File: src/rtl/scan_sequencer_pkg.sv
// Shared types and helpers for the scan sequencer: FSM state encoding and
// the sizing rule for the shared blank/dwell interval timer.
package scan_pkg;

    typedef enum logic [1:0] {
        IDLE  = 2'd0,
        BLANK = 2'd1,
        DWELL = 2'd2
    } scan_state_t;

    // One down-counter serves both intervals, so it must hold the longer one.
    function automatic int timer_width(input int dwell, input int blank);
        int longest;
        longest = (dwell > blank) ? dwell : blank;
        if (longest < 1) begin
            return 1;
        end
        return $clog2(longest + 1);
    endfunction

endpackage

File: src/rtl/scan_sequencer_if.sv
// Control/status bundle between a scan controller (master) and the
// sequencer (slave) that drives the decoder select and enable.
interface scan_sequencer_if #(
    parameter int IDX_BITS = 4
);
    logic                start;
    logic                stop;
    logic                one_shot;
    logic [IDX_BITS-1:0] last_idx;
    logic [IDX_BITS-1:0] idx;
    logic                en;
    logic                busy;
    logic                step;
    logic                frame_done;

    modport master (
        output start, stop, one_shot, last_idx,
        input  idx, en, busy, step, frame_done
    );

    modport slave (
        input  start, stop, one_shot, last_idx,
        output idx, en, busy, step, frame_done
    );
endinterface

File: src/rtl/scan_sequencer_timer.sv
// Loadable down-counter used for both blank and dwell intervals.
// A load of N-1 gives exactly N cycles, the last of which shows expired.
// expire_next is the value expired will take after the coming edge, so the
// sequencer can register pulses that must line up with the final cycle.
module scan_timer #(
    parameter int W = 4
) (
    input  logic         clk,
    input  logic         rst_n,
    input  logic         load,
    input  logic [W-1:0] load_val,
    output logic         expired,
    output logic         expire_next
);
    logic [W-1:0] count_q;

    // Count down to zero and park there until the next load.
    always_ff @(posedge clk or negedge rst_n) begin
        if (!rst_n) begin
            count_q <= '0;
        end else if (load) begin
            count_q <= load_val;
        end else if (count_q != '0) begin
            count_q <= count_q - W'(1);
        end
    end

    assign expired     = (count_q == '0);
    assign expire_next = load ? (load_val == '0) : (count_q <= W'(1));
endmodule

File: src/rtl/scan_sequencer.sv
// Scan sequencer: walks the decoder select from 0 to a programmable last
// index, holding the enable high for a dwell interval per step with an
// optional blanking gap before each step. Continuous or one-shot frames.
// All outputs come straight from flops.
module scan_sequencer
    import scan_pkg::*;
#(
    parameter int IDX_BITS     = 4,
    parameter int DWELL_CYCLES = 1000,
    parameter int BLANK_CYCLES = 2
) (
    input logic            clk,
    input logic            rst_n,
    scan_sequencer_if.slave bus
);
    localparam int TMR_W = timer_width(DWELL_CYCLES, BLANK_CYCLES);

    // Each step opens with a blank interval unless blanking is disabled,
    // in which case it opens directly with the dwell interval.
    localparam scan_state_t     STEP_STATE = (BLANK_CYCLES == 0) ? DWELL : BLANK;
    localparam int              STEP_LEN   = (BLANK_CYCLES == 0) ? DWELL_CYCLES : BLANK_CYCLES;
    localparam logic [TMR_W-1:0] STEP_LOAD  = TMR_W'(STEP_LEN - 1);
    localparam logic [TMR_W-1:0] DWELL_LOAD = TMR_W'(DWELL_CYCLES - 1);

    scan_state_t         state_q, state_nxt;
    logic [IDX_BITS-1:0] idx_q, idx_nxt;
    logic [IDX_BITS-1:0] last_q, last_nxt;
    logic                os_q, os_nxt;

    logic                tmr_load;
    logic [TMR_W-1:0]    tmr_load_val;
    logic                tmr_expired;
    logic                tmr_expire_next;

    logic                en_q, busy_q, step_q, frame_done_q;
    logic                en_d, busy_d, step_d, frame_done_d;
    logic                at_last;

    scan_timer #(
        .W (TMR_W)
    ) u_timer (
        .clk         (clk),
        .rst_n       (rst_n),
        .load        (tmr_load),
        .load_val    (tmr_load_val),
        .expired     (tmr_expired),
        .expire_next (tmr_expire_next)
    );

    // Comparing against the latched last index (rather than incrementing
    // blindly) keeps idx from ever wrapping, even when last is all ones.
    assign at_last = (idx_q == last_q);

    // FSM state register.
    always_ff @(posedge clk or negedge rst_n) begin
        if (!rst_n) begin
            state_q <= IDLE;
        end else begin
            state_q <= state_nxt;
        end
    end

    // Next-state, index, frame-parameter and timer-load decisions.
    always_comb begin
        state_nxt    = state_q;
        idx_nxt      = idx_q;
        last_nxt     = last_q;
        os_nxt       = os_q;
        tmr_load     = 1'b0;
        tmr_load_val = '0;

        unique case (state_q)
            IDLE: begin
                // stop wins over a simultaneous start
                if (bus.start && !bus.stop) begin
                    os_nxt       = bus.one_shot;
                    last_nxt     = bus.last_idx;
                    idx_nxt      = '0;
                    state_nxt    = STEP_STATE;
                    tmr_load     = 1'b1;
                    tmr_load_val = STEP_LOAD;
                end
            end

            BLANK: begin
                if (bus.stop) begin
                    state_nxt = IDLE;
                end else if (tmr_expired) begin
                    state_nxt    = DWELL;
                    tmr_load     = 1'b1;
                    tmr_load_val = DWELL_LOAD;
                end
            end

            DWELL: begin
                if (bus.stop) begin
                    state_nxt = IDLE;
                end else if (tmr_expired) begin
                    if (at_last && os_q) begin
                        // one-shot frame complete; idx keeps the last value
                        state_nxt = IDLE;
                    end else begin
                        idx_nxt      = at_last ? '0 : idx_q + IDX_BITS'(1);
                        state_nxt    = STEP_STATE;
                        tmr_load     = 1'b1;
                        tmr_load_val = STEP_LOAD;
                    end
                end
            end

            default: begin
                state_nxt = IDLE;
            end
        endcase
    end

    // Index and latched frame parameters.
    always_ff @(posedge clk or negedge rst_n) begin
        if (!rst_n) begin
            idx_q  <= '0;
            last_q <= '0;
            os_q   <= 1'b0;
        end else begin
            idx_q  <= idx_nxt;
            last_q <= last_nxt;
            os_q   <= os_nxt;
        end
    end

    // Output decode from the next state, so the flops line up with it.
    // A new step begins on any entry into DWELL from elsewhere, or when a
    // dwell expires straight into another dwell (no blanking).
    always_comb begin
        en_d         = (state_nxt == DWELL);
        busy_d       = (state_nxt != IDLE);
        step_d       = (state_nxt == DWELL) && ((state_q != DWELL) || tmr_expired);
        frame_done_d = (state_nxt == DWELL) && tmr_expire_next && (idx_nxt == last_nxt);
    end

    // Registered outputs.
    always_ff @(posedge clk or negedge rst_n) begin
        if (!rst_n) begin
            en_q         <= 1'b0;
            busy_q       <= 1'b0;
            step_q       <= 1'b0;
            frame_done_q <= 1'b0;
        end else begin
            en_q         <= en_d;
            busy_q       <= busy_d;
            step_q       <= step_d;
            frame_done_q <= frame_done_d;
        end
    end

    assign bus.idx        = idx_q;
    assign bus.en         = en_q;
    assign bus.busy       = busy_q;
    assign bus.step       = step_q;
    assign bus.frame_done = frame_done_q;

endmodule

File: src/flat_wrapper.sv
// flat-port wrapper written by rule: the top's interface ports become plain ports
module scan_sequencer_flat import scan_pkg::*;
#(
    parameter int IDX_BITS     = 4,
    parameter int DWELL_CYCLES = 1000,
    parameter int BLANK_CYCLES = 2
)
  (clk, rst_n, bus_start, bus_stop, bus_one_shot, bus_last_idx, bus_idx, bus_en, bus_busy, bus_step, bus_frame_done);
  scan_sequencer_if #(.IDX_BITS(IDX_BITS)) bus_i ();
  input logic clk;
  input logic rst_n;
  input wire logic [$bits(bus_i.start)-1:0] bus_start;
  input wire logic [$bits(bus_i.stop)-1:0] bus_stop;
  input wire logic [$bits(bus_i.one_shot)-1:0] bus_one_shot;
  input wire logic [$bits(bus_i.last_idx)-1:0] bus_last_idx;
  output wire logic [$bits(bus_i.idx)-1:0] bus_idx;
  output wire logic [$bits(bus_i.en)-1:0] bus_en;
  output wire logic [$bits(bus_i.busy)-1:0] bus_busy;
  output wire logic [$bits(bus_i.step)-1:0] bus_step;
  output wire logic [$bits(bus_i.frame_done)-1:0] bus_frame_done;
  assign bus_i.start = bus_start;
  assign bus_i.stop = bus_stop;
  assign bus_i.one_shot = bus_one_shot;
  assign bus_i.last_idx = bus_last_idx;
  assign bus_idx = bus_i.idx;
  assign bus_en = bus_i.en;
  assign bus_busy = bus_i.busy;
  assign bus_step = bus_i.step;
  assign bus_frame_done = bus_i.frame_done;
  scan_sequencer #(.IDX_BITS(IDX_BITS), .DWELL_CYCLES(DWELL_CYCLES), .BLANK_CYCLES(BLANK_CYCLES)) u_core (.clk(clk), .rst_n(rst_n), .bus(bus_i));
endmodule
File: config.mk
export PLATFORM = sky130hd
export DESIGN_NAME = scan_sequencer_flat
export DESIGN_NICKNAME = d
export VERILOG_FILES = /design/src/rtl/scan_sequencer_pkg.sv /design/src/rtl/scan_sequencer_if.sv /design/src/rtl/scan_sequencer_timer.sv /design/src/rtl/scan_sequencer.sv /design/src/flat_wrapper.sv
export SDC_FILE = /design/constraint.sdc
export NUM_CORES = 1
export LEC_CHECK = 0
export BUFFER_PORTS_ARGS = -buffer_cell sky130_fd_sc_hd__buf_2
export CAP_MARGIN = 10
export CORE_MARGIN = 4
export CORE_UTILIZATION = 30
export CTS_CLUSTER_DIAMETER = 120
export DETAILED_ROUTE_END_ITERATION = 10
export GPL_ROUTABILITY_DRIVEN = 0
export SLEW_MARGIN = 30
export SYNTH_ARGS = -nofsm -noshare
export SYNTH_HDL_FRONTEND = slang
export SYNTH_SLANG_ARGS = --single-unit
File: constraint.sdc
create_clock -name clk -period 3.2 [get_ports clk]
set_input_delay 0.64 -clock clk [delete_from_list [all_inputs] [get_ports clk]]
set_output_delay 0.64 -clock clk [all_outputs]
set_load 0.01 [all_outputs]
Word-level counts from Yosys, hierarchy flattened
Cells that the tools add are included.
W data, S select, Z words.
{ "classes": {"n_addsub": 2, "multipliers": 0, "div_mod_pow": 0, "n_lt_le_gt_ge": 1, "n_eq_ne": 6, "shifts": 0, "mux": 32, "bitwise_logic": 0, "reduce_logical": 14} }
{ "op_table": {"columns": ["cell", "n"], "rows": [
  ["$mux W10", 6],
  ["$pmux W10 S3", 1],
  ["$mux W4", 7],
  ["$logic_not A10 Y1", 2],
  ["$le A10 B1 Y1 const B", 1],
  ["$mux W1", 10],
  ["$mux W2", 5],
  ["$reduce_bool A10 Y1", 1],
  ["$sub A10 B1 Y10 const B", 1],
  ["$eq A4 B4 Y1", 2],
  ["$pmux W4 S2", 1],
  ["$pmux W2 S3", 1],
  ["$logic_and A1 B1 Y1", 5],
  ["$add A4 B1 Y4 const B", 1],
  ["$eq A2 B2 Y1 const B", 2],
  ["$reduce_bool A2 Y1", 2],
  ["$pmux W1 S3", 1],
  ["$eq A2 B1 Y1 const B", 1],
  ["$logic_not A2 Y1", 1],
  ["$ne A2 B2 Y1 const B", 1],
  ["$reduce_and A2 Y1", 1],
  ["$logic_not A1 Y1", 1],
  ["$logic_or A1 B1 Y1", 1]
]} }
{ "word_totals": {"ff_bits": 25, "latch_bits": 0, "mem_bits_rw": 0, "mem_bits_ro": 0, "input_bits": 9, "output_inout_bits": 8, "word_cells": 64, "n_memories": 0} }

Logic depth before layout (Yosys ltp)
{ "depth": {"word_depth": 10, "mapped_depth": 8, "mapped_depth_nobuf": 8} }

Cells and area by module
Synthesis repeated with hierarchy kept, for this count alone.
{ "unflattened": {"cells_unflattened": 143, "hier_area_um2": 1456.4} }
{ "by_module_without_submodules": {"columns": ["mod", "instances", "cells_each", "area_each_um2", "seq_area_each_um2"], "rows": [
  ["scan_sequencer", 1, 72, 812.0, 375.4],
  ["scan_timer", 1, 71, 644.4, 250.2]
]} }

Worst setup path before layout
No wires, ideal clock.
{ "synth_path": {"kind": "in2reg", "start": "input port bus_stop", "end": "register u_core.frame_done_q (netlist: u_core.bus.frame_done)", "setup_ns": 0.096, "t_arrival_ns": 2.285, "t_required_ns": 3.104, "setup_slack_ns": 0.820, "cell_stages": 8, "path_buffers": 2, "path_cell_list": "buf_2 > or4b_1 > clkbuf_1 > nand2_1 > o22ai_1 > a32o_1 > xor2_1 > nor4_2"} }
{ "synth_via": {"word_cells_on_any_way": 25, "classes_between": "eq/ne (2); mux (18); reduce/logical (5)"} }
{ "synth_rtl": {"columns": ["item", "line_no", "source"], "rows": [
  ["start, declared", "flat_wrapper.sv:13", "input wire logic [$bits(bus_i.stop)-1:0] bus_stop;"],
  ["$logic_not A1 Y1", "scan_sequencer.sv:75", "if (bus.start && !bus.stop) begin"],
  ["$logic_and A1 B1 Y1", "scan_sequencer.sv:75", null],
  ["$mux W4", "scan_sequencer.sv:75", null],
  ["$pmux W4 S2 *", "scan_sequencer.sv:72", "unique case (state_q)"],
  ["net u_core.idx_nxt[1]", "scan_sequencer.sv:26", "logic [IDX_BITS-1:0] idx_q, idx_nxt;"],
  ["$eq A4 B4 Y1 *", "scan_sequencer.sv:137", "frame_done_d = (state_nxt == DWELL) && tmr_expire_next && (idx_nxt == last_nxt);"],
  ["$logic_and A1 B1 Y1 *", "scan_sequencer.sv:137", null],
  ["net u_core.frame_done_d", "scan_sequencer.sv:36", "logic en_d, busy_d, step_d, frame_done_d;"],
  ["end signal, assigned", "scan_sequencer.sv:151", "frame_done_q <= frame_done_d;"],
  ["end, declared", "scan_sequencer.sv:35", "logic en_q, busy_q, step_q, frame_done_q;"]
]} }
The timed path passes the listed nets; every way through them passes the cells marked *.
A chain may end at the register's enable or synchronous reset.

Worst setup path after layout
{ "layout_path": {"start": "register u_core.u_timer.count_q[0]", "end": "register u_core.frame_done_q (netlist: u_core.bus.frame_done)"} }
{ "layout_via": {"elab_chain_len": 8, "word_cells_on_any_way": 26, "classes_between": "order compare (1); eq/ne (2); mux (19); reduce/logical (4)"} }
{ "layout_rtl": {"columns": ["item", "line_no", "source"], "rows": [
  ["start, declared", "scan_sequencer_timer.sv:15", "logic [W-1:0] count_q;"],
  ["start signal, assigned", "scan_sequencer_timer.sv:22", "count_q <= load_val;"],
  ["start signal, assigned", "scan_sequencer_timer.sv:24", "count_q <= count_q - W'(1);"],
  ["$logic_not A10 Y1", "scan_sequencer_timer.sv:28", "assign expired = (count_q == '0);"],
  ["$mux W10 (on tied branches)", "scan_sequencer.sv:98, scan_sequencer.sv:88", null],
  ["$mux W10 (on tied branches)", "scan_sequencer.sv:96, scan_sequencer.sv:86", null],
  ["$pmux W10 S3", "scan_sequencer.sv:72", null],
  ["$logic_not A10 Y1", "scan_sequencer_timer.sv:29", "assign expire_next = load ? (load_val == '0) : (count_q <= W'(1));"],
  ["$mux W1", "scan_sequencer_timer.sv:29", null],
  ["$logic_and A1 B1 Y1", "scan_sequencer.sv:137", null],
  ["$logic_and A1 B1 Y1 *", "scan_sequencer.sv:137", null],
  ["net u_core.frame_done_d", "scan_sequencer.sv:36", null]
]} }
Marks and branches as above.

==> summary.txt <==
Critical path
  – R2r endpoint: u_core.bus.frame_done
  – Crit path kind: flop to flop
  – Crit path buffers/inverters: 1
  – CP delay by family, top: simple AND/OR/NAND/NOR gates
  – Crit path cell chain: inv_1, ha_1, or3b_2, nor4_4, nand3_2, a221oi_1, o211ai_1, nor4_2
  – RR Startpoint: u_core.u_timer.count_q[0]
  – CP arrival: 2.67 ns
  – Critical Path End Type: flop
  – Path depth of the worst reg2reg path: 8
  – Worst stage delay on the critical path: 0.56 ns
  – Startpoint types: flop
  – Max FO, Critical Path: 5
  – CP Data Required Time: 3.38 ns
  – Crit path max-delay cell type: or3b_2
  – R2r setup slk: 0.71 ns

Routing
  – Vias: 1115
  – Detailed Route WL: 3.07 mm
  – Detailed Routing Iterations Pass 1: 4
  – Wire per inst: 14.1 µm
  – Post-DRT Antenna Nets: 0
  – Remaining DRCs: 0
  – DR iter-0 viols: 48
  – Vias per inst: 5.11

Final layout
  – Final std cells w/o fill: 218
  – Multi-input logic area: 763 µm²
  – Utilization after layout: 0.359
  – Share of layout cells above drive strength 1: 0.181
  – Filler Cell Count: 457
  – Sequential cell area: 626 µm²
  – Synthesis-to-finish area growth: 13.4%
  – Commonest non-fill, non-tap cell in the layout: dfrtp_1
  – Nets: 179
  – Ant diodes: 0
  – Most frequent cells in the layout: dfrtp_1 (25), nand2_1 (23), buf_2 (16)

Logic synthesis
  – Ys Warns: 0
  – Flops & latches, synth: 25
  – Synth area leader: dfrtp_1
  – Post-synthesis mux area share: 0.0141
  – Number of synthesized flops with an enable pin: 0
  – Post-Syn Nets: 159
  – Largest family of logic cells by synthesized area: simple AND/OR/NAND/NOR gates
  – Simple-gate share of the synthesized area: 0.302
  – Post-Syn Area per Cell: 9.64 µm²
  – Share of the synthesized area in the top cell type: 0.442
  – XOR/XNOR Fraction of Synth Area: 0.0680
  – Synthesized netlist cell count: 147
  – Compound-Gate Fraction of Synth Area: 0.128
  – Ranking of synthesized cells by area: dfrtp_1 (44%), nand2_1 (6.1%), xnor2_1 (4.9%)
  – Ys flop type: dfrtp_1
  – Share of synthesized registers carrying an async set or reset: 1.00
  – Synth Area in Adders: 0.0265
  – Netlist Area Pre-Place: 1420 µm²
  – Sequential fraction of the synthesis area: 0.442
  – Netlist cell types: 46

Placed design
  – Dpl hpwl: 2.30 mm
  – Post-placement cell count: 214
  – PortBufs: 16

Die
  – Die width: 76.7 µm
  – Die ar.: 5880 µm²
  – Die Ht: 76.7 µm
  – Starting Density: 0.317
  – # IOs: 17
  – Core area: 4470 µm²
  – # rows: 24

STA
  – Final setup fails: 0
  – Period minus WS final: 2.49 ns
  – RSZ-0062 raised after global routing: false
  – Rel. slew slack: 0.614
  – Worst hold margin: 0.356 ns
  – Slew Viols, Final: 0
  – Slew at the pin closest to its max-slew limit: 0.579 ns
  – Clk_skew: 0.00453 ns
  – Achievable Freq: 0.402 GHz
  – Hold Vio Cnt, Final: 0
  – Final period util: 0.778
  – Setup total negative slack: 0 ns

Clock network
  – Total CTS buffers: 3
  – CTS H-tree lvls: 1
  – # Post-CTS Setup Buffers: 0
  – CTS tree: built
  – PostCTS Resize Cnt: 0
  – Clock buffer depth: 2
  – Clock tree sinks: 25
  – Root buf cell: clkbuf_8
  – Worst skew pair latency: 0.27 ns
  – Clk pin slew, worst setup/hold paths: 0.09 ns
  – Cts-stage hold buffer count: 0

Flow run
  – Max cap viols: 0

Worst hold path
  – Worst hold path class: primary input to asynchronous set/reset pin

Global route
  – Global-route wire length before repair: 5.26 mm
  – Total Routing Usage GR: 0.110
  – Largest net degree at the start of global routing: 26
  – Initial antenna violation count: 0
  – Grt total ovfl: 0
  – Vias in the first global route: 1049

Pwr
  – Power Total: 1.10 mW
  – VDD IR max: 0.000267 V
  – PD cells: 685 nW/µm²
  – Leak: 0.729 nW

Outcome
  – Outcome: complete, no violations
-- area by class of cell --
cell class | count | share of cell area
flip-flops and latches | 25 | 0.389
inverters | 5 | 0.0117
clock buffers | 3 | 0.0257
repair buffers | 17 | 0.0545
clock inverters | 1 | 0.00312
multi-input cells | 115 | 0.475
well taps | 52 | 0.0405
-- metrics by stage --
step | worst slack, ns | cell area (µm²)
floorplan | 0.820 | 1420
global placement | 0.673 | 1560
detailed placement | 0.669 | 1560
CTS | 0.710 | 1610
global route | 0.499 | 1610
finish | 0.710 | 1610
-- power by group --
part           leakage, nW  internal [mW]  switching [mW]  total, mW
registers            0.327          0.395          0.0840      0.479
clock network       0.0255         0.0873           0.107      0.194
logic                0.377          0.182           0.245      0.428
-- flip-flops by register name (all words and copies together), names as in the netlist --
signal and cells:
u_core.bus.busy 1, u_core.bus.en 1, u_core.bus.frame_done 1, u_core.bus.idx 4
u_core.bus.step 1, u_core.last_q 4, u_core.os_q 1, u_core.state_q 2
u_core.u_timer.count_q 10
-- per-layer routing --
| metal | GRT usage | wire length (µm) | vias up |
|---|---|---|---|
| met3 | 0.0187 | 95 | 5 |
| met2 | 0.160 | 1320 | 17 |
| met1 | 0.163 | 1610 | 522 |
| met5 | 0 | 0 | - |
| li1 | - | - | 571 |
| met4 | 0.0380 | 48 | 0 |
-- worst max path at each step --
stage / from / endpoint / cells past startpoint
floorplan: bus_stop / u_core.bus.frame_done / 8
global route: u_core.u_timer.count_q[0] / u_core.bus.frame_done / 8
CTS: u_core.u_timer.count_q[0] / u_core.bus.frame_done / 8
global placement: bus_stop / u_core.bus.frame_done / 7
detailed placement: bus_stop / u_core.bus.frame_done / 7
finish: u_core.u_timer.count_q[0] / u_core.bus.frame_done / 8
-- Yosys cell counts, types with 2 or more instances --
library cell / instances
nor3b_1: 3
nand2_1: 23
a21oi_1: 8
ha_1: 3
and3_1: 2
nor2b_1: 2
mux2i_1: 2
dfrtp_1: 25
o21ai_0: 9
or3_1: 2
a22o_1: 2
nand4_1: 2
nor4_2: 2
inv_1: 5
xor2_1: 3
nand3_1: 5
nor2_1: 7
nor3_1: 4
and2_1: 2
nor4_1: 2
xnor2_1: 8
o31ai_1: 2
-- cells by family (layout without fill, tap and decap cells) --
family,count (synthesis),after routing
buffers and inverters,7,26
and+or+nand+nor,70,70
AOI/OAI and AO/OA,29,29
DFF,25,25
adders and majority gates,3,3
xor gates and xnor gates,11,11
muxes,2,2
Power figures use the tool's default switching activity.
